--- src/rtl/ps2_device_stimulus_if.sv ---
// Push port and line/status bundle for the PS/2 device stimulus model.
`timescale 1ns/1ps
interface ps2_device_stimulus_if #(
  parameter int unsigned FIFO_DEPTH = 4,
  parameter int unsigned COUNT_W    = 16
);
  logic                          push_valid;
  logic [7:0]                    push_data;
  logic                          push_bad_parity;
  logic                          push_ready;
  logic                          host_inhibit;
  logic                          ps2_clk_out;
  logic                          ps2_dat_out;
  logic                          busy;
  logic [$clog2(FIFO_DEPTH):0]   fifo_count;
  logic [COUNT_W-1:0]            frames_sent;

  modport master (
    output push_valid, push_data, push_bad_parity, host_inhibit,
    input  push_ready, ps2_clk_out, ps2_dat_out, busy, fifo_count, frames_sent
  );

  modport slave (
    input  push_valid, push_data, push_bad_parity, host_inhibit,
    output push_ready, ps2_clk_out, ps2_dat_out, busy, fifo_count, frames_sent
  );
endinterface

--- src/rtl/ps2_device_stimulus.sv ---
// PS/2 device-side frame generator: queued bytes are sent as 11-bit frames with
// optional parity corruption, host-inhibit abort and retransmission.
`timescale 1ns/1ps
module ps2_device_stimulus #(
  parameter int unsigned CLK_HALF_PERIOD = 4,
  parameter int unsigned FIFO_DEPTH      = 4,
  parameter int unsigned GAP_CYCLES      = 8,
  parameter int unsigned COUNT_W         = 16
) (
  input  logic                 clk,
  input  logic                 reset_n,
  ps2_device_stimulus_if.slave bus
);

  localparam int unsigned PtrW = $clog2(FIFO_DEPTH);
  localparam int unsigned CntW = PtrW + 1;
  localparam int unsigned PhW  = $clog2(CLK_HALF_PERIOD);
  localparam int unsigned GapW = (GAP_CYCLES > 1) ? $clog2(GAP_CYCLES) : 1;

  localparam logic [PhW-1:0]  PhLast  = PhW'(CLK_HALF_PERIOD - 1);
  localparam logic [GapW-1:0] GapLast = GapW'(GAP_CYCLES - 1);
  localparam logic [CntW-1:0] Full    = CntW'(FIFO_DEPTH);

  typedef enum logic [1:0] {StIdle, StBitHigh, StBitLow, StGap} state_e;

  state_e              state_q, state_d;
  logic [PhW-1:0]      phase_q, phase_d;
  logic [3:0]          bit_q, bit_d;
  logic [GapW-1:0]     gap_q, gap_d;
  logic [8:0]          cur_q, cur_d;
  logic                retry_q, retry_d;
  logic                clk_q, clk_d;
  logic                dat_q, dat_d;
  logic [COUNT_W-1:0]  frames_q, frames_d;
  logic [PtrW-1:0]     wr_q, rd_q;
  logic [CntW-1:0]     count_q, count_d;
  logic [8:0]          mem_q [FIFO_DEPTH];

  logic                push, pop, abort;
  logic [10:0]         frame;

  assign bus.push_ready  = (count_q != Full);
  assign bus.ps2_clk_out = clk_q;
  assign bus.ps2_dat_out = dat_q;
  assign bus.busy        = (state_q != StIdle);
  assign bus.fifo_count  = count_q;
  assign bus.frames_sent = frames_q;

  assign push    = bus.push_valid && bus.push_ready;
  assign count_d = count_q + CntW'(push) - CntW'(pop);

  // Odd parity over the data byte, optionally flipped by the stored bad-parity flag.
  assign frame = {1'b1, (~^cur_q[7:0]) ^ cur_q[8], cur_q[7:0], 1'b0};

  always_comb begin
    state_d  = state_q;
    phase_d  = phase_q;
    bit_d    = bit_q;
    gap_d    = gap_q;
    cur_d    = cur_q;
    retry_d  = retry_q;
    clk_d    = clk_q;
    dat_d    = dat_q;
    frames_d = frames_q;
    pop      = 1'b0;
    // Inhibit aborts only until the parity bit's falling edge has been driven.
    abort    = bus.host_inhibit &&
               (((state_q == StBitHigh) && (bit_q <= 4'd9)) ||
                ((state_q == StBitLow) && (bit_q <= 4'd8)));
    if (abort) begin
      clk_d   = 1'b1;
      dat_d   = 1'b1;
      gap_d   = '0;
      state_d = StGap;
    end else begin
      unique case (state_q)
        StIdle: begin
          clk_d = 1'b1;
          dat_d = 1'b1;
          if (!bus.host_inhibit && (retry_q || (count_q != '0))) begin
            // retry_q marks cur_q as an undelivered byte that must go out first.
            if (!retry_q) begin
              pop   = 1'b1;
              cur_d = mem_q[rd_q];
            end
            retry_d = 1'b1;
            dat_d   = 1'b0;
            bit_d   = '0;
            phase_d = '0;
            state_d = StBitHigh;
          end
        end
        StBitHigh: begin
          if (phase_q == PhLast) begin
            clk_d   = 1'b0;
            phase_d = '0;
            state_d = StBitLow;
          end else begin
            phase_d = phase_q + PhW'(1);
          end
        end
        StBitLow: begin
          if (phase_q == PhLast) begin
            clk_d   = 1'b1;
            phase_d = '0;
            if (bit_q == 4'd10) begin
              dat_d    = 1'b1;
              frames_d = frames_q + COUNT_W'(1);
              retry_d  = 1'b0;
              gap_d    = '0;
              state_d  = StGap;
            end else begin
              bit_d   = bit_q + 4'd1;
              dat_d   = frame[bit_q + 4'd1];
              state_d = StBitHigh;
            end
          end else begin
            phase_d = phase_q + PhW'(1);
          end
        end
        StGap: begin
          if (gap_q == GapLast) begin
            state_d = StIdle;
          end else begin
            gap_d = gap_q + GapW'(1);
          end
        end
        default: state_d = StIdle;
      endcase
    end
  end

  always_ff @(posedge clk or negedge reset_n) begin
    if (!reset_n) begin
      state_q  <= StIdle;
      phase_q  <= '0;
      bit_q    <= '0;
      gap_q    <= '0;
      cur_q    <= '0;
      retry_q  <= 1'b0;
      clk_q    <= 1'b1;
      dat_q    <= 1'b1;
      frames_q <= '0;
      wr_q     <= '0;
      rd_q     <= '0;
      count_q  <= '0;
    end else begin
      state_q  <= state_d;
      phase_q  <= phase_d;
      bit_q    <= bit_d;
      gap_q    <= gap_d;
      cur_q    <= cur_d;
      retry_q  <= retry_d;
      clk_q    <= clk_d;
      dat_q    <= dat_d;
      frames_q <= frames_d;
      count_q  <= count_d;
      if (push) wr_q <= wr_q + PtrW'(1);
      if (pop)  rd_q <= rd_q + PtrW'(1);
    end
  end

  always_ff @(posedge clk) begin
    if (push) mem_q[wr_q] <= {bus.push_bad_parity, bus.push_data};
  end

endmodule

--- src/flat_wrapper.sv ---
// flat-port wrapper written by rule: the top's interface ports become plain ports
module ps2_device_stimulus_flat 
#(
  parameter int unsigned CLK_HALF_PERIOD = 4,
  parameter int unsigned FIFO_DEPTH      = 4,
  parameter int unsigned GAP_CYCLES      = 8,
  parameter int unsigned COUNT_W         = 16
)
  (clk, reset_n, bus_push_valid, bus_push_data, bus_push_bad_parity, bus_host_inhibit, bus_push_ready, bus_ps2_clk_out, bus_ps2_dat_out, bus_busy, bus_fifo_count, bus_frames_sent);
  ps2_device_stimulus_if #(.FIFO_DEPTH(FIFO_DEPTH), .COUNT_W(COUNT_W)) bus_i ();
  input  logic clk;
  input  logic reset_n;
  input wire logic [$bits(bus_i.push_valid)-1:0] bus_push_valid;
  input wire logic [$bits(bus_i.push_data)-1:0] bus_push_data;
  input wire logic [$bits(bus_i.push_bad_parity)-1:0] bus_push_bad_parity;
  input wire logic [$bits(bus_i.host_inhibit)-1:0] bus_host_inhibit;
  output wire logic [$bits(bus_i.push_ready)-1:0] bus_push_ready;
  output wire logic [$bits(bus_i.ps2_clk_out)-1:0] bus_ps2_clk_out;
  output wire logic [$bits(bus_i.ps2_dat_out)-1:0] bus_ps2_dat_out;
  output wire logic [$bits(bus_i.busy)-1:0] bus_busy;
  output wire logic [$bits(bus_i.fifo_count)-1:0] bus_fifo_count;
  output wire logic [$bits(bus_i.frames_sent)-1:0] bus_frames_sent;
  assign bus_i.push_valid = bus_push_valid;
  assign bus_i.push_data = bus_push_data;
  assign bus_i.push_bad_parity = bus_push_bad_parity;
  assign bus_i.host_inhibit = bus_host_inhibit;
  assign bus_push_ready = bus_i.push_ready;
  assign bus_ps2_clk_out = bus_i.ps2_clk_out;
  assign bus_ps2_dat_out = bus_i.ps2_dat_out;
  assign bus_busy = bus_i.busy;
  assign bus_fifo_count = bus_i.fifo_count;
  assign bus_frames_sent = bus_i.frames_sent;
  ps2_device_stimulus #(.CLK_HALF_PERIOD(CLK_HALF_PERIOD), .FIFO_DEPTH(FIFO_DEPTH), .GAP_CYCLES(GAP_CYCLES), .COUNT_W(COUNT_W)) u_core (.clk(clk), .reset_n(reset_n), .bus(bus_i));
endmodule
--- config.mk ---
export PLATFORM = sky130hd
export DESIGN_NAME = ps2_device_stimulus_flat
export DESIGN_NICKNAME = d
export VERILOG_FILES = /design/src/rtl/ps2_device_stimulus_if.sv /design/src/rtl/ps2_device_stimulus.sv /design/src/flat_wrapper.sv
export SDC_FILE = /design/constraint.sdc
export NUM_CORES = 1
export LEC_CHECK = 0
export BUFFER_PORTS_ARGS = -buffer_cell sky130_fd_sc_hd__clkbuf_2
export CORE_MARGIN = 10
export CORE_UTILIZATION = 40
export DETAILED_ROUTE_END_ITERATION = 10
export PLACE_DENSITY = 0.61
export SYNTH_ARGS = -nofsm -noshare
export SYNTH_HDL_FRONTEND = slang
export SYNTH_SLANG_ARGS = --single-unit
--- constraint.sdc ---
create_clock -name clk -period 3.3 [get_ports clk]
set_input_delay 0.165 -clock clk [delete_from_list [all_inputs] [get_ports clk]]
set_output_delay 0.165 -clock clk [all_outputs]
set_load 0.01 [all_outputs]
# Word-level counts from Yosys, hierarchy flattened
# Memory sizes are Yosys's and may differ from the RTL's. A register that Yosys moved wholly into a read port is not among the register bits.
# Cells that the tools add are included.
dict set report word_totals {
  n_memories 1
  out_inout_bits 23
  elab_cells 111
  inputBits 13
  ram_bits 36
  register_bits 37
}
dict set report op_classes {
  mux 40
  n_addsub 8
  reduce_logical 28
  bitwise 3
  eq_ne 17
  n_lt_le_gt_ge 3
}
# memory words word_bits read_ports rd_ports_with_merged_regs write_ports line
set memory_table {}
lappend memory_table {u_core.mem_q 4 9 1 1 1 ps2_device_stimulus.sv:37} ;# logic [8:0] mem_q [FIFO_DEPTH];
# cell n
set ops {}
lappend ops {{1-bit two-way mux} 17}
lappend ops {{16-bit by 1-bit adder with 16-bit output, second input constant} 1}
lappend ops {{2-bit two-way mux} 8}
lappend ops {{4-bit AND reduction} 4}
lappend ops {{3-bit two-way mux} 4}
lappend ops {{4-bit two-way mux} 3}
lappend ops {{3-bit by 2-bit != test with 1-bit output, second input constant} 4}
lappend ops {{5-bit AND reduction} 2}
lappend ops {{3-bit nonzero test} 3}
lappend ops {{4-bit less-or-equal comparator, second input constant} 2}
lappend ops {{2-bit case mux with 4 select lines} 1}
lappend ops {{4-bit case mux with 2 select lines} 1}
lappend ops {{8-bit XNOR reduction} 1}
lappend ops {{2-bit by 1-bit adder with 2-bit output, second input constant} 3}
lappend ops {{2-bit == test, second input constant} 3}
lappend ops {{2-bit != test, second input constant} 3}
lappend ops {{3-bit by 1-bit != test with 1-bit output, second input constant} 2}
lappend ops {{3-bit case mux with 2 select lines} 1}
lappend ops {{3-bit AND reduction} 2}
lappend ops {{2-bit nonzero test} 3}
lappend ops {{1-bit logical AND} 5}
lappend ops {{4-bit by 5-bit less-than comparator with 1-bit output, second input constant} 1}
lappend ops {{4-bit by 1-bit adder with 4-bit output, second input constant} 1}
lappend ops {{1-bit binary-select mux with 4-bit select} 1}
lappend ops {{19 further kinds} 23}

# Depth between registers and ports, before layout
# Gate-level depths: netlist (run 1).
dict set report logic_depth {
  depth_word 8
  depth_mapped 10
  depth_no_buf 9
}

# Worst setup path before layout (run 1)
# OpenSTA, ideal clock, no wires.
dict set report synth_timing {
  kind {register -> register}
  start {register u_core.state_q[0]}
  end {register u_core.count_q[2], in the netlist u_core.bus.fifo_count[2]}
  arrival_ns 2.320
  t_required_ns 3.177
  setup_slack_ns 0.857
  path_buffers 1
  period_less_slack_ns 2.443
  setup_ns 0.123
  stages_incl_launch_ff 11
  cell_sequence {dfrtp_1 -> inv_1 -> ha_1 -> inv_1 -> nor4_1 -> buf_2 -> ha_1 -> inv_1 -> ha_1 -> fa_1 -> xnor2_1}
}
dict set report synth_between {
  elab_chain_cells 6
  elab_cells_between_ends 10
  cone_classes {add/sub: 1; eq/ne: 2; mux: 2; reduce/logical: 5}
}
# item line
set synth_rtl {}
lappend synth_rtl {{start, declared} ps2_device_stimulus.sv:26} ;# state_e state_q, state_d;
lappend synth_rtl {{start signal, assigned} ps2_device_stimulus.sv:135} ;# state_q <= StIdle;
lappend synth_rtl {{start signal, assigned} ps2_device_stimulus.sv:148} ;# state_q <= state_d;
lappend synth_rtl {{2-bit by 1-bit == test with 1-bit output or 2-bit == test (tied branches)} {ps2_device_stimulus.sv:68, ps2_device_stimulus.sv:69}}
lappend synth_rtl {{1-bit logical AND (on tied branches)} {ps2_device_stimulus.sv:68, ps2_device_stimulus.sv:69}}
lappend synth_rtl {{1-bit logical OR} ps2_device_stimulus.sv:68} ;# (((state_q == StBitHigh) && (bit_q <= 4'd9)) ||
lappend synth_rtl {{1-bit logical AND} ps2_device_stimulus.sv:67} ;# abort = bus.host_inhibit &&
lappend synth_rtl {{1-bit two-way mux *} ps2_device_stimulus.sv:70} ;# if (abort) begin
lappend synth_rtl {{named net u_core.pop} ps2_device_stimulus.sv:39} ;# logic push, pop, abort;
lappend synth_rtl {{3-bit by 1-bit subtractor with 3-bit output *} ps2_device_stimulus.sv:50} ;# assign count_d = count_q + CntW'(push) - CntW'(pop);
lappend synth_rtl {{named net u_core.count_d[2]} ps2_device_stimulus.sv:36} ;# logic [CntW-1:0] count_q, count_d;
lappend synth_rtl {{end signal, assigned} ps2_device_stimulus.sv:157} ;# count_q <= count_d;
lappend synth_rtl {{end, declared} ps2_device_stimulus.sv:36}
# The timed path passes the listed nets; every way through them passes the cells marked *.
# A chain may end at the register's enable or synchronous reset.

# Final worst setup path (run 1)
dict set report layout_timing {
  start {register u_core.state_q[0]}
  end {register u_core.count_q[1], in the netlist u_core.bus.fifo_count[1]}
}
dict set report layout_between {
  elab_chain_cells 6
  elab_cells_between_ends 10
  cone_classes {add/sub: 1; eq/ne: 2; mux: 2; reduce/logical: 5}
}
# item line
set layout_rtl {}
lappend layout_rtl {{2-bit by 1-bit == test with 1-bit output or 2-bit == test (tied branches)} {ps2_device_stimulus.sv:68, ps2_device_stimulus.sv:69}}
lappend layout_rtl {{1-bit logical AND (on tied branches)} {ps2_device_stimulus.sv:68, ps2_device_stimulus.sv:69}}
lappend layout_rtl {{1-bit logical OR} ps2_device_stimulus.sv:68}
lappend layout_rtl {{1-bit logical AND} ps2_device_stimulus.sv:67}
lappend layout_rtl {{1-bit two-way mux *} ps2_device_stimulus.sv:70}
lappend layout_rtl {{3-bit by 1-bit subtractor with 3-bit output *} ps2_device_stimulus.sv:50}
lappend layout_rtl {{named net u_core.count_d[1]} ps2_device_stimulus.sv:36}
# Marked as above.

==> results by group, run 1 <==
Clock tree
  – Reg clk slew, reported paths: 0.10 ns
  – # resized after CTS: 0
  – Total CTS buffers: 9
  – CTS tree: yes
  – H-tree depth: 3
  – Clock Latency Late Sink: 0.36 ns
  – Clock Tree Buf Depth: 2
  – Root Driver: clkbuf_8
  – Sink Count: 82
  – Post-CTS setup buffer count: 0
  – Hold bufs inserted after CTS: 1

Routing
  – Vias post-DR: approximately 2.4k
  – First DRT Iteration DRCs: 121
  – # DRC: 0
  – TritonRoute pass-1 iters: 4
  – Detailed-route vias per instance: 5.03
  – WL/cell: 15.6 um
  – Final WL: 7470 um
  – Antenna-violating nets left: 0

Final layout
  – Area growth, synth to finish: 13.8%
  – Non-filler cells, final: 478
  – Post-Route Utilization: 0.466
  – # diodes: 0
  – Post-layout nets: approximately 370
  – Commonest non-fill, non-tap cell in the layout: dfrtp_1
  – Most frequent cells in the layout: dfrtp_1, edfxtp_1, clkbuf_2
  – Layout cell share with drive strength beyond 1: 0.243

Synth
  – Mapped Avg Cell Area: 13.3 sq um
  – Post-synthesis async set-or-reset flop share: 0.561
  – Area contributors post-synth: dfrtp_1, edfxtp_1, ha_1, mux4_2, xnor2_1
  – Post-synth top area share: 0.276
  – Post-synth EDFFs: 36
  – Syn_nets: 334
  – Cell taking the most area after synthesis: dfrtp_1
  – Synthesized flop and latch total: slightly above 80
  – Post-Syn Area: between 3000 and 4000 sq um
  – Post-Syn Instances: 300
  – Post-synth top flop: dfrtp_1
  – Number of distinct library cells after synthesis: 49
  – Post-synthesis sequential area ratio: 0.561
  – Ys Warns: 0

Critical path
  – CP arrival: 2.62 ns
  – Reg-to-Reg Start: u_core.state_q[0]
  – CP peak stage delay: 0.43 ns
  – Setup crit end kind: flip-flop
  – Critical path class: flip-flop to flip-flop
  – Crit path launch type: flip-flop
  – CP Max Fanout: 12
  – CP Cell Sequence: inv_1, ha_1, inv_1, nor4_2, buf_4, ha_1, inv_1, ha_1, fa_1
  – Data required, critical path: 3.53 ns
  – Crit-path slowest cell: dfrtp_1
  – CP startpoint: u_core.state_q[0]

STA
  – Final Cycle Share: 0.725
  – Final Setup Violations: 0
  – Fmax: approximately 420 MHz
  – Tightest Pin Transition: 0.651 ns
  – Slew Limit Fails: 0
  – Slew margin rel.: 0.566
  – RSZ-0062 raised after global routing: no
  – Setup TNS: 0 ns
  – Max Clock Skew: 0.0146 ns
  – Minimum clock period: 2.39 ns
  – Hold Fails Final Rpt: 0

Min path
  – Worst min path class: input port to flip-flop
  – Hold_sp: bus_push_data[1]

Power and ir drop
  – Total Power: 3.72 mW
  – Lkg Pwr: 1.85 nW
  – Part of the power in registers: 0.426
  – Pwr dens: 819 nW/um^2
  – Worst VDD drop: 445 uV
  – Clock power share: 0.229
  – Switching power: between 1 and 1.5 mW
  – Switching Share: 0.347
  – Pint: 2.43 mW
  – Gate power share: 0.345

Global route
  – Total Routing Usage GR: 0.110
  – Antenna violations before repair: 0
  – GRT Residual Overflow: 0
  – Largest net degree at the start of global routing: 26
  – First-pass GRT wire length: 12700 um
  – Number of global-route vias before repair: around 2.6k

Floorplan
  – DIE WIDTH: about 120 um
  – Row count: 36
  – Initial Utilization: 0.410
  – Die Height: 120 um
  – Ports: 36
  – Area of the die: approximately 14000 sq um
  – Core ar.: 9730 sq um

Placed design
  – Gpl congestion: 0.818
  – Number of I/O port buffers: 35
  – Placed Cells incl. Taps: 460
  – Post-DP HPWL: about 5300 um

Outcome
  – Status: finished clean

Run
  – Max_cap viols: 0
## final timing paths
kind / to / slack [ns] / depth (start not counted)
hold / removal: u_core.mem_q[2][1] / 0.02 / 1
max in group asynchronous: u_core.phase_q[1] / 2.25 / 3
setup reg to reg: u_core.bus.fifo_count[1] / 0.91 / 9
hold reg to reg: u_core.bus.frames_sent[13] / 0.49 / 1
setup / recovery: u_core.bus.fifo_count[1] / 0.91 / 9
min in group asynchronous: u_core.bus.frames_sent[10] / 0.31 / 2
## layout make-up
| type | instances | area [sq um] |
|---|---|---|
| timing repair buffer | 39 | 210 |
| sequential | 82 | 2230 |
| multi-input combinational | 191 | 1630 |
| fill | 879 | 5190 |
| clock inverter | 7 | 105 |
| inverter | 17 | 63.8 |
| clock buffer | 9 | 124 |
| tap | 133 | 166 |
## cell usage after synthesis, types with 3 or more instances
cell type / n
and4_1: 5
mux4_2: 10
mux2_2: 11
mux2i_1: 4
nand2_1: 17
dfrtp_1: 44
nand2b_1: 3
nor2_1: 14
xnor2_1: 18
nor4_1: 3
a21oi_1: 6
and3_1: 8
o21ai_0: 12
ha_1: 20
nand4_1: 5
inv_1: 17
xor2_1: 11
buf_2: 5
nand3_1: 8
edfxtp_1: 36
nor3_1: 6
## power groups by stage
stage	clock, mW	sequential (mW)	combinational [mW]
floorplan	0	1.50	1.08
detailed placement	0	1.62	1.30
global placement	0	1.61	1.28
CTS	0.877	1.59	1.31
finish	0.849	1.58	1.28
global route	0.918	1.63	1.45
## state kept, by name (all words and copies together) (netlist names)
signal                  cells
u_core.bus.fifo_count       3
u_core.bus.frames_sent     16
u_core.cur_q                9
u_core.wr_q                 2
u_core.gap_q                3
u_core.mem_q               36
u_core.bit_q                4
u_core.retry_q              1
u_core.bus.ps2_clk_out      1
u_core.state_q              2
u_core.rd_q                 2
u_core.bus.ps2_dat_out      1
u_core.phase_q              2
## layer usage
| metal | up-vias | share of wire | global-route usage |
|---|---|---|---|
| met4 | 0 | 0.0095 | 0.0385 |
| met5 | - | 0 | 0 |
| li1 | 1169 | - | - |
| met1 | 1185 | 0.47 | 0.139 |
| met3 | 7 | 0.039 | 0.0328 |
| met2 | 42 | 0.48 | 0.174 |
## kinds of logic after synthesis
| family | after synthesis | synth area share |
|---|---|---|
| adders and majority gates | 21 | 0.0678 |
| muxes | 25 | 0.0976 |
| AOI/OAI and AO/OA | 34 | 0.0546 |
| buffers and inverters | 27 | 0.0317 |
| and+or+nand+nor | 81 | 0.118 |
| xor gates and xnor gates | 30 | 0.0694 |
| DFF | 82 | 0.561 |
## through the flow
step           instance area [sq um]  setup slack (ns)  hold slack (ns)
2_1_floorplan                   3990             0.857           -0.131
3_3_place_gp                    4290              1.03            0.186
3_5_place_dp                    4290             0.955            0.188
4_1_cts                         4530             0.926          0.00204
5_1_grt                         4540             0.792          0.00360
6_report                        4540             0.906           0.0216
## worst max-delay path: cells and delay by family (launching register included)
kind	cells	cell delay, ns
adders and majority gates	4	1.04
buffers and inverters	4	0.55
DFF	1	0.43
and+or+nand+nor	1	0.23
Note: power is estimated with default switching activity, not from simulation.
==> run 2: changes to the inputs <==
==> constraint.sdc (replaced) <==
create_clock -name clk -period 2.5 [get_ports clk]
set_input_delay 0.125 -clock clk [delete_from_list [all_inputs] [get_ports clk]]
set_output_delay 0.125 -clock clk [all_outputs]
set_load 0.01 [all_outputs]
==> results by group, run 2 (synthesis gave the netlist of run 1 again) <==
Floorplan
  – Core ar.: 9730 sq um (unchanged)
  – DIE WIDTH: 120 um (unchanged)
  – Initial Utilization: 0.410 (unchanged)
  – Die Height: 120 um (unchanged)
  – Area of the die: 14400 sq um (unchanged)
  – Ports: 36 (unchanged)
  – Row count: 36 (unchanged)

STA
  – Hold Fails Final Rpt: 0 (unchanged)
  – Final Setup Violations: 0 (unchanged)
  – Max Clock Skew: 0.0125 ns (was 0.0146 ns)
  – Minimum clock period: 2.20 ns (was 2.39 ns)
  – Slew margin rel.: 0.608 (was 0.566)
  – Setup TNS: 0 ns (unchanged)
  – RSZ-0062 raised after global routing: no (unchanged)
  – Final Cycle Share: 0.880 (was 0.725)
  – Tightest Pin Transition: 0.583 ns (was 0.651 ns)
  – Fmax: 454 MHz (was 418 MHz)
  – Setup ws final: 0.300 ns (was 0.906 ns)
  – Slew Limit Fails: 0 (unchanged)

Global route
  – Number of global-route vias before repair: 2562 (was 2556)
  – Total Routing Usage GR: 0.109 (was 0.110)
  – Antenna violations before repair: 0 (unchanged)
  – First-pass GRT wire length: 12800 um (was 12700 um)
  – Largest net degree at the start of global routing: 28 (was 26)
  – GRT Residual Overflow: 0 (unchanged)

Final layout
  – Layout cell share with drive strength beyond 1: 0.249 (was 0.243)
  – Area growth, synth to finish: 16.0% (was 13.8%)
  – Filler cells: 893 (was 879)
  – Post-layout nets: 387 (was 374)
  – Biggest register: u_core.mem_q (unchanged)
  – # diodes: 0 (unchanged)
  – Commonest non-fill, non-tap cell in the layout: dfrtp_1 (unchanged)
  – Most frequent cells in the layout: dfrtp_1, edfxtp_1, clkbuf_2 (unchanged)
  – Reg area: 2230 sq um (unchanged)
  – Multi-input gate area: 1630 sq um (unchanged)
  – Max reg flops: 36 (unchanged)

Critical path
  – Setup crit end kind: flip-flop (unchanged)
  – Reg-to-Reg Start: u_core.state_q[0] (unchanged)
  – Reg2reg end: u_core.bus.fifo_count[1] (unchanged)
  – Reg2Reg Depth: 8 (was 9)
  – Critical path class: flip-flop to flip-flop (unchanged)
  – Data required, critical path: 2.72 ns (was 3.53 ns)
  – CP Max Fanout: 5 (was 12)
  – Crit path launch type: flip-flop (unchanged)
  – Flop-to-flop setup slack: 0.30 ns (was 0.91 ns)
  – CP arrival: 2.43 ns (was 2.62 ns)

Min path
  – Hold Path Sink: u_core.retry_q (was u_core.mem_q[2][1])
  – Hold_sp: bus_host_inhibit (was bus_push_data[1])
  – Hold path depth: 4 (was 1)
  – Worst min path class: input port to flip-flop (unchanged)

Clock tree
  – CTS tree: yes (unchanged)
  – Clock Latency Late Sink: 0.35 ns (was 0.36 ns)
  – # resized after CTS: 0 (unchanged)
  – Sink Count: 82 (unchanged)
  – Root Driver: clkbuf_8 (unchanged)
  – Reg clk slew, reported paths: 0.09 ns (was 0.10 ns)
  – H-tree depth: 3 (unchanged)
  – Total CTS buffers: 9 (unchanged)
  – Clock Tree Buf Depth: 2 (unchanged)

Placed design
  – Worst slack at placement: 0.314 ns (was 0.955 ns)
  – Number of I/O port buffers: 35 (unchanged)
  – Gpl congestion: 0.860 (was 0.818)
  – Post-DP HPWL: 5390 um (was 5310 um)

Outcome
  – Status: finished clean (unchanged)

Power and ir drop
  – Pwr dens: 1040 nW/um^2 (was 819 nW/um^2)
  – Lkg Pwr: 1.89 nW (was 1.85 nW)
  – Worst VDD drop: 472 uV (was 445 uV)

Routing
  – TritonRoute pass-1 iters: 4 (unchanged)
  – First DRT Iteration DRCs: 139 (was 121)
  – Detailed-route vias per instance: 5.04 (was 5.03)
  – Final WL: 7370 um (was 7470 um)
  – Antenna-violating nets left: 0 (unchanged)
  – Vias post-DR: 2473 (was 2403)
  – WL/cell: 15.0 um (was 15.6 um)
  – # DRC: 0 (unchanged)

Run
  – Max_cap viols: 0 (unchanged)
run 2: worst max-delay path: stages, from the launching register on:
cell     delay [ns]
dfrtp_1        0.44
inv_1          0.12
ha_1           0.22
inv_1          0.11
nor4_2         0.27
ha_1           0.28
inv_1          0.06
ha_1           0.16
fa_1           0.41
run 2: how the worst max path moves through the flow:
stage,to,slack (ns),depth (start not counted),start
3_3_place_gp,u_core.bus.fifo_count[2],0.37,9,u_core.state_q[0]
3_5_place_dp,u_core.bus.fifo_count[1],0.31,8,u_core.state_q[0]
4_1_cts,u_core.bus.fifo_count[1],0.28,8,u_core.state_q[0]
5_1_grt,u_core.bus.fifo_count[2],0.10,9,u_core.state_q[1]
6_report,u_core.bus.fifo_count[1],0.30,8,u_core.state_q[0]
2_1_floorplan,u_core.bus.fifo_count[2],0.06,10,u_core.state_q[0]
run 2: what timing repair did:
action | 4_1_cts | 5_1_grt
hold buffers | 10 | 0
hold endpoints to repair | 51 | 0
buffers inserted | 0 | 0
run 2: metrics by stage:
| stage | hold slack (ns) | total power [mW] | std cells | utilization | area, sq um |
|---|---|---|---|---|---|
| global route | 0.202 | 5.21 | 491 | 0.475 | 4620 |
| finish | 0.176 | 4.82 | 491 | 0.475 | 4620 |
| detailed placement | 0.126 | 3.89 | 465 | 0.444 | 4320 |
| global placement | 0.130 | 3.83 | 465 | 0.444 | 4320 |
| floorplan | -0.171 | 3.41 | 300 | - | 3990 |
| CTS | 0.167 | 4.89 | 491 | 0.475 | 4620 |
run 2: metal layers:
layer,global-route usage,share of wire,vias to the layer above
li1,-,-,1201
met1,0.140,0.46,1213
met2,0.168,0.47,46
met3,0.0328,0.047,13
met5,0,0,-
met4,0.0430,0.018,0
run 2: layout make-up:
cell class	instances	share of cell area
repair buffers	52	0.0709
inverters	17	0.0138
clock buffers	9	0.0268
well taps	133	0.0360
multi-input cells	191	0.353
clock inverters	7	0.0165
flip-flops and latches	82	0.483
run 2: where the power goes:
part           internal (mW)  total (mW)  leakage [nW]  switching [mW]
clock                  0.468       0.979        0.0924           0.511
combinational          0.903        1.76         0.901           0.853
sequential              1.77        2.09         0.896           0.323
==> run 3: changes to the inputs <==
--- a/config.mk
+++ b/config.mk
@@ -9,6 +9,7 @@
 export CORE_MARGIN = 10
 export CORE_UTILIZATION = 40
 export DETAILED_ROUTE_END_ITERATION = 10
+export GPL_TIMING_DRIVEN = 0
 export PLACE_DENSITY = 0.61
 export SYNTH_ARGS = -nofsm -noshare
 export SYNTH_HDL_FRONTEND = slang
==> results by group, run 3 (synthesis gave the netlist of run 1 again) <==
Outcome
  – Status: finished with violations (was finished clean)
  – Failing checks: negative hold slack

Floorplan
  – DIE WIDTH: 120 um (unchanged)
  – Area of the die: 14400 sq um (unchanged)
  – Row count: 36 (unchanged)
  – Ports: 36 (unchanged)
  – Initial Utilization: 0.410 (unchanged)
  – Die Height: 120 um (unchanged)
  – Core ar.: 9730 sq um (unchanged)

STA
  – Max Clock Skew: 0.0132 ns (was 0.0125 ns)
  – Slew Limit Fails: 0 (unchanged)
  – Minimum clock period: 2.33 ns (was 2.20 ns)
  – Final Cycle Share: 0.934 (was 0.880)
  – WHS: -0.0299 ns (was 0.176 ns)
  – Fmax: 428 MHz (was 454 MHz)
  – Setup TNS: 0 ns (unchanged)
  – Setup ws final: 0.165 ns (was 0.300 ns)
  – RSZ-0062 raised after global routing: no (unchanged)
  – Final Setup Violations: 0 (unchanged)
  – Tightest Pin Transition: 1.14 ns (was 0.583 ns)
  – Hold Fails Final Rpt: 44 (was 0)
  – Slew margin rel.: 0.242 (was 0.608)

Placed design
  – Gpl congestion: 0.800 (was 0.860)
  – Post-DP HPWL: 5270 um (was 5390 um)
  – Worst slack at placement: -0.242 ns (was 0.314 ns)
  – Placed inst area: 4330 sq um (was 4320 sq um)
  – Number of I/O port buffers: 35 (unchanged)
  – Placed Cells incl. Taps: 468 (was 465)

Power and ir drop
  – Total Power: 4.85 mW (was 4.82 mW)
  – Pwr dens: 1030 nW/um^2 (was 1040 nW/um^2)
  – Worst VDD drop: 610 uV (was 472 uV)
  – Lkg Pwr: 1.93 nW (was 1.89 nW)

Critical path
  – CP peak stage delay: 0.46 ns (was 0.44 ns)
  – CP startpoint: u_core.state_q[1] (was u_core.state_q[0])
  – CP Cell Sequence: inv_2, ha_2, inv_2, nor4_4, buf_6, ha_1, inv_1, ha_1, fa_1, xnor2_1 (was inv_1, ha_1, inv_1, nor4_2, ha_1, inv_1, ha_1, fa_1)
  – Reg-to-Reg Start: u_core.state_q[1] (was u_core.state_q[0])
  – Setup crit end kind: flip-flop (unchanged)
  – Data required, critical path: 2.75 ns (was 2.72 ns)
  – Buf/Inv on CP: 4 (was 3)
  – Critical path class: flip-flop to flip-flop (unchanged)
  – Crit-path slowest cell: dfrtp_2 (was dfrtp_1)
  – CP arrival: 2.59 ns (was 2.43 ns)
  – Cell family with most CP delay: adder cells (unchanged)
  – Crit path launch type: flip-flop (unchanged)
  – CP Max Fanout: 5 (unchanged)

Final layout
  – Post-layout nets: 397 (was 387)
  – Most frequent cells in the layout: dfrtp_1, edfxtp_1, clkbuf_2 (unchanged)
  – Biggest register: u_core.mem_q (unchanged)
  – Non-filler cells, final: 501 (was 491)
  – Cell area after layout: 4700 sq um (was 4620 sq um)
  – Filler cells: 901 (was 893)
  – Commonest non-fill, non-tap cell in the layout: dfrtp_1 (unchanged)
  – Max reg flops: 36 (unchanged)
  – Layout cell share with drive strength beyond 1: 0.285 (was 0.249)
  – Area growth, synth to finish: 18.0% (was 16.0%)
  – # diodes: 0 (unchanged)

Global route
  – Met3 Use GR: 0.0305 (was 0.0328)
  – Number of global-route vias before repair: 2631 (was 2562)
  – GRT Max-Usage Layer: met2 (unchanged)
  – Largest net degree at the start of global routing: 47 (was 28)
  – Antenna violations before repair: 0 (unchanged)
  – Grt met2 use: 0.180 (was 0.168)
  – First-pass GRT wire length: 12800 um (about the same)
  – GRT Residual Overflow: 0 (unchanged)
  – GR Util met1: 0.132 (was 0.140)
  – Total Routing Usage GR: 0.109 (about the same)

Clock tree
  – Sink Count: 82 (unchanged)
  – Clock Tree Buf Depth: 2 (unchanged)
  – Reg clk slew, reported paths: 0.09 ns (about the same)
  – Total CTS buffers: 9 (unchanged)
  – Root Driver: clkbuf_8 (unchanged)
  – Clock Latency Late Sink: 0.36 ns (was 0.35 ns)
  – CTS tree: yes (unchanged)
  – H-tree depth: 3 (unchanged)

Routing
  – Detailed-route vias per instance: 4.95 (was 5.04)
  – Vias post-DR: 2479 (was 2473)
  – TritonRoute pass-1 iters: 4 (unchanged)
  – Final WL: 7480 um (was 7370 um)
  – Antenna-violating nets left: 0 (unchanged)
  – WL/cell: 14.9 um (was 15.0 um)
  – # DRC: 0 (unchanged)
  – First DRT Iteration DRCs: 110 (was 139)

Min path
  – Worst min path class: input port to async pin (was input port to flip-flop)

Run
  – Max_cap viols: 0 (unchanged)
[run 3: changes by cell type in the layout (fill, tap and decap cells not counted), moves of 2 or more]
| cell | change |
|---|---|
| inv_2 | +3 |
| buf_2 | +4 |
| inv_1 | -3 |
| dfrtp_1 | -2 |
| buf_4 | +2 |
| buf_6 | +3 |
| clkbuf_1 | +2 |
| dfrtp_2 | +2 |
| inv_8 | +2 |
[run 3: path summary, 6_finish.rpt]
check	endpoint	slack (ns)	cells past startpoint
setup / recovery	u_core.bus.fifo_count[2]	0.17	10
hold / removal	u_core.bus.frames_sent[6]	-0.03	1
setup reg to reg	u_core.bus.fifo_count[2]	0.17	10
hold reg to reg	u_core.bus.frames_sent[15]	0.48	1
max in group asynchronous	u_core.bit_q[0]	1.76	1
min in group clk	u_core.retry_q	0.22	4
[run 3: area by class of cell]
| class | instances | area, sq um | share of cell area |
|---|---|---|---|
| flip-flops and latches | 82 | 2240 | 0.476 |
| multi-input cells | 191 | 1650 | 0.350 |
| well taps | 133 | 166 | 0.0354 |
| clock inverters | 7 | 72.6 | 0.0154 |
| inverters | 17 | 63.8 | 0.0136 |
| plain buffers | 10 | 68.8 | 0.0146 |
| clock buffers | 9 | 124 | 0.0263 |
| repair buffers | 52 | 325 | 0.0691 |
[run 3: power by group]
part / switching [mW] / total, mW / internal (mW)
Clock: 0.558 / 0.948 / 0.390
Combinational: 0.950 / 1.89 / 0.936
Sequential: 0.245 / 2.02 / 1.77
[run 3: what timing repair did]
item	in CTS	in global routing
hold buffers	9	0
setup buffers	0	8
resized for setup	4	7
pin swaps	0	1
endpoints found under the setup margin	2	6
endpoints found under the hold margin	36	0
gates cloned	0	0
[run 3: layer usage]
| layer | vias up | share of wire |
|---|---|---|
| met4 | 0 | 0.011 |
| li1 | 1220 | - |
| met5 | - | 0 |
| met2 | 33 | 0.50 |
| met3 | 5 | 0.034 |
| met1 | 1221 | 0.45 |
[run 3: through the flow]
stage / hold WS, ns / util
2_1_floorplan: -0.171 / -
3_3_place_gp: 0.341 / 0.445
3_5_place_dp: 0.348 / 0.445
4_1_cts: 0.0124 / 0.476
5_1_grt: 0.0689 / 0.484
6_report: -0.0299 / 0.484
[run 3: worst reg2reg max path, delay by kind of cell (launching register included)]
kind,cells,cell delay (ns)
xor gates and xnor gates,1,0.14
adders and majority gates,4,0.91
buffers and inverters,4,0.38
DFF,1,0.46
and+or+nand+nor,1,0.35
